[src/rtl/prio_grant_stage.sv]
// Registered request collection and valid/ready grant stage over a 128-input priority encoder.
// Optional accepted-grant counter enabled by defining PRIO_GRANT_STATS_EN.
module prio_grant_stage #(
  parameter int N  = 128,
  parameter int IW = 7
) (
  input  logic          clk,
  input  logic          rst_n,
  input  logic [N-1:0]  req_set,
  input  logic          flush,
  output logic          grant_valid,
  output logic [IW-1:0] grant_idx,
  input  logic          grant_ready,
  output logic [N-1:0]  pending,
  output logic          pend_any
`ifdef PRIO_GRANT_STATS_EN
  ,
  output logic [31:0]   grant_cnt
`endif
);

  logic [N-1:0]  pend_q, pend_d;
  logic          grant_valid_q, grant_valid_d;
  logic [IW-1:0] grant_idx_q, grant_idx_d;
  logic [N-1:0]  held_mask;
  logic [N-1:0]  cand;
  logic [IW-1:0] enc_idx;
  logic          enc_any;
  logic          acc;

  assign acc       = grant_valid_q & grant_ready;
  // The presented bit stays pending until accepted, so mask it from re-selection.
  assign held_mask = grant_valid_q ? (N'(1) << grant_idx_q) : '0;
  assign cand      = pend_q & ~held_mask;

  // Ascending scan: the last hit wins, giving bit N-1 the highest priority.
  always_comb begin
    enc_idx = '0;
    enc_any = 1'b0;
    for (int i = 0; i < N; i++) begin
      if (cand[i]) begin
        enc_idx = IW'(i);
        enc_any = 1'b1;
      end
    end
  end

  always_comb begin
    pend_d        = pend_q;
    grant_valid_d = grant_valid_q;
    grant_idx_d   = grant_idx_q;
    if (flush) begin
      pend_d        = '0;
      grant_valid_d = 1'b0;
    end else begin
      pend_d = (pend_q & ~(acc ? held_mask : '0)) | req_set;
      if (!grant_valid_q || acc) begin
        grant_valid_d = enc_any;
        if (enc_any) grant_idx_d = enc_idx;
      end
    end
  end

  always_ff @(posedge clk or negedge rst_n) begin
    if (!rst_n) begin
      pend_q        <= '0;
      grant_valid_q <= 1'b0;
      grant_idx_q   <= '0;
    end else begin
      pend_q        <= pend_d;
      grant_valid_q <= grant_valid_d;
      grant_idx_q   <= grant_idx_d;
    end
  end

  assign grant_valid = grant_valid_q;
  assign grant_idx   = grant_idx_q;
  assign pending     = pend_q;
  assign pend_any    = |pend_q;

`ifdef PRIO_GRANT_STATS_EN
  logic [31:0] grant_cnt_q, grant_cnt_d;

  // Saturating; survives flush, cleared only by reset.
  always_comb begin
    grant_cnt_d = grant_cnt_q;
    if (acc && !flush && (grant_cnt_q != 32'hFFFF_FFFF)) grant_cnt_d = grant_cnt_q + 32'd1;
  end

  always_ff @(posedge clk or negedge rst_n) begin
    if (!rst_n) grant_cnt_q <= '0;
    else        grant_cnt_q <= grant_cnt_d;
  end

  assign grant_cnt = grant_cnt_q;
`endif

endmodule
[config.mk]
export PLATFORM = sky130hd
export DESIGN_NAME = prio_grant_stage
export DESIGN_NICKNAME = d
export VERILOG_FILES = /design/src/rtl/prio_grant_stage.sv
export SDC_FILE = /design/constraint.sdc
export NUM_CORES = 1
export LEC_CHECK = 0
export ABC_AREA = 1
export BUFFER_PORTS_ARGS = -buffer_cell sky130_fd_sc_hd__buf_2
export CORE_ASPECT_RATIO = 0.7
export CORE_MARGIN = 5
export CORE_UTILIZATION = 45
export DETAILED_ROUTE_END_ITERATION = 7
export PLACE_DENSITY = 0.73
export SKIP_CTS_REPAIR_TIMING = 1
export SLEW_MARGIN = 20
export SYNTH_ARGS = -nofsm -noshare
export SYNTH_HDL_FRONTEND = slang
export SYNTH_SLANG_ARGS = --single-unit
[constraint.sdc]
create_clock -name clk -period 8.82 [get_ports clk]
set_clock_uncertainty 0.1 [all_clocks]
set_input_delay 2.205 -clock clk [delete_from_list [all_inputs] [get_ports clk]]
set_output_delay 2.205 -clock clk [all_outputs]
set_load 0.02 [all_outputs]
==> results by group <==
Run status
  – Status: finished clean

Timing
  – Hold Violations, Final: 0
  – Peak Freq: 114 MHz
  – WHS: 462 ps
  – Relative slew slack: 0.402
  – Final setup violation count: 0
  – Crit path time final: 8740 ps
  – RSZ-0062 raised after global routing: yes
  – Setup TNS Final: 0 ps
  – Worst Tran Pin Value: 897 ps
  – Final Cycle Share: 0.991
  – Max-slew violations: 0
  – Final setup margin: 77.5 ps

Place
  – IO buf count: 268
  – Dpl cells: 1574
  – Final GP Congestion: 0.943
  – Dpl hpwl: 24.3 mm
  – Pre-CTS WS: 46.0 ps

Clock network
  – Htree depth: 4
  – TritonCTS buffer count: 17
  – Worst-path clk slew: 60 ps
  – Clk sinks: 136
  – CTS tree: yes
  – CTS Root Cell: clkbuf_16
  – Worst-skew pair later-pin latency: 420 ps
  – Bufs on Longest Clock Path: 2

Floorplan
  – Die X: 168 µm
  – Row cnt: 40
  – Core area: 0.0171 mm²
  – Total die area: 0.0202 mm²
  – I/O pin count: 269
  – Initial Util: 0.457
  – Vert. Die Dim: 120 µm

Synth
  – Distinct cell type count after synthesis: 28
  – Synth area leaders: dfrtp_1 (43%), a21oi_1 (17%), nand2_1 (12%)
  – Synth Instances: 1091
  – Mapped cell area: 0.00783 mm²
  – Yosys Warn Count: 0
  – Syn Area/Cell: 7.17 µm²
  – Leading area contributor after synthesis: dfrtp_1
  – Syn_nets: 1223
  – #FFs+latches synth: 136
  – Top-area cell type share of the netlist area: 0.435
  – Sequential share of the synthesized area: 0.435

Routing
  – Routed length on met1: 14.2 mm
  – Routed Antenna Nets: 0
  – Per-cell routed wire length: 19.4 µm
  – Initial drt markers: 991
  – Top sig layer: met4
  – Via/cell ratio: 5.91
  – DR DRC count: 0
  – First drt pass iteration count: 5
  – WL final: 31.3 mm
  – WL met2: 13.1 mm
  – Routed wl met3: 3.49 mm
  – Vias post-DR: 9547

Global routing
  – First-pass GRT wire length: 48.2 mm
  – Gr ovfl total: 0
  – Largest net degree at the start of global routing: 72
  – Vias in the first global route: 8887
  – Initial antenna violation count: 0
  – Gr usage total: 0.301

Worst setup path
  – R2R cell count: 129
  – Nature of the critical path endpoint: register
  – Critical Path Slowest Stage Cell: dfrtp_2
  – Most used cell, CP: nand2_1
  – Crit path largest cell delay: 460 ps
  – CP Class: reg2reg
  – Worst path arrival time: 9000 ps
  – CP Max Fanout: 6
  – Worst EP required: 9070 ps
  – Critical path launch point type: register

Worst hold path
  – Cell count of the worst hold path: 2
  – Hold crit path type: reg2reg

Layout
  – Non-filler cells, final: 1615
  – Share of layout cells above drive strength 1: 0.272
  – Net count, final: 1504
  – Fill cell count: 1661
  – N_diodes: 0
  – Area grow syn2layout: 30.8%

Flow run
  – Max cap viols: 0

Pwr
  – P per Cell Area: 189 mW/mm²
  – Peak VDD IR: 102 µV
  – Leak: 4.88 nW
stage by stage:
stage,total power [mW],instance area [µm²],util
2_1_floorplan,0.997,7830,-
3_3_place_gp,1.19,9530,0.557
3_5_place_dp,1.19,9530,0.557
4_1_cts,1.92,10100,0.592
5_1_grt,2.02,10200,0.598
6_report,1.94,10200,0.598
power by group:
| part | internal [mW] | switching, mW | total (mW) | leakage (nW) |
|---|---|---|---|---|
| Sequential | 0.673 | 0.0611 | 0.734 | 1.65 |
| Clock | 0.458 | 0.278 | 0.736 | 0.288 |
| Combinational | 0.152 | 0.313 | 0.466 | 2.94 |
cells in the final DEF (no fill, tap or decap), types with 6 or more instances in the layout:
cell type / n
o21ai_0: 109
nand2_1: 255
nor4_1: 33
buf_2: 266
buf_4: 49
o21ai_1: 17
clkbuf_16: 17
dfrtp_1: 133
nor2_1: 106
nand3_1: 51
a21oi_1: 262
inv_1: 6
nand4_1: 16
cells by family after synthesis:
group           synth area share
compound gates             0.270
buf+inv                   0.0371
flops                      0.435
simple gates               0.259
worst max-delay path: cells and delay by family, from the launching register on:
family,cells,cell delay [ps]
and+or+nand+nor,126,7710
DFF,1,460
AOI/OAI and AO/OA,2,290
buffers and inverters,1,100
routing by layer:
layer  GRT usage  vias up
met5           0        -
met4      0.0679        0
met3      0.0794       47
met2       0.433      606
met1       0.453     4475
li1            -     4419
Yosys cell counts (all sizes together):
master / count
nand2: 256
nand4: 16
a21oi: 263
o21ai: 131
a22oi: 2
o21bai: 4
o21a: 1
o31ai: 3
buf: 11
a32oi: 1
nor2: 113
nand3: 56
clkbuf: 43
nor4: 33
inv: 15
a31oi: 5
dfrtp: 136
nor3: 2
final timing paths:
check                                   from            to  slack [ps]
max in group asynchronous              rst_n   pending[83]        5470
worst max register to register  grant_idx[0]  grant_idx[0]          80
min in group asynchronous              rst_n   pending[45]        1790
worst max-delay path            grant_idx[0]  grant_idx[0]          80
worst min-delay path            grant_idx[6]  grant_idx[6]         460
worst min register to register  grant_idx[6]  grant_idx[6]         460
sequential cells by signal, indices dropped and copies added, names as in the netlist:
name / count
grant_idx: 7
pending: 128
grant_valid: 1
area by class of cell:
type / count / area [µm²] / area share
Multi-Input combinational cell: 886 / 4150 / 0.406
Sequential cell: 136 / 3410 / 0.333
Timing Repair Buffer: 316 / 1720 / 0.168
Clock buffer: 20 / 457 / 0.0446
Tap cell: 231 / 289 / 0.0282
Clock inverter: 11 / 149 / 0.0145
Inverter: 15 / 65.1 / 0.00636
Power figures use the tool's default switching activity.
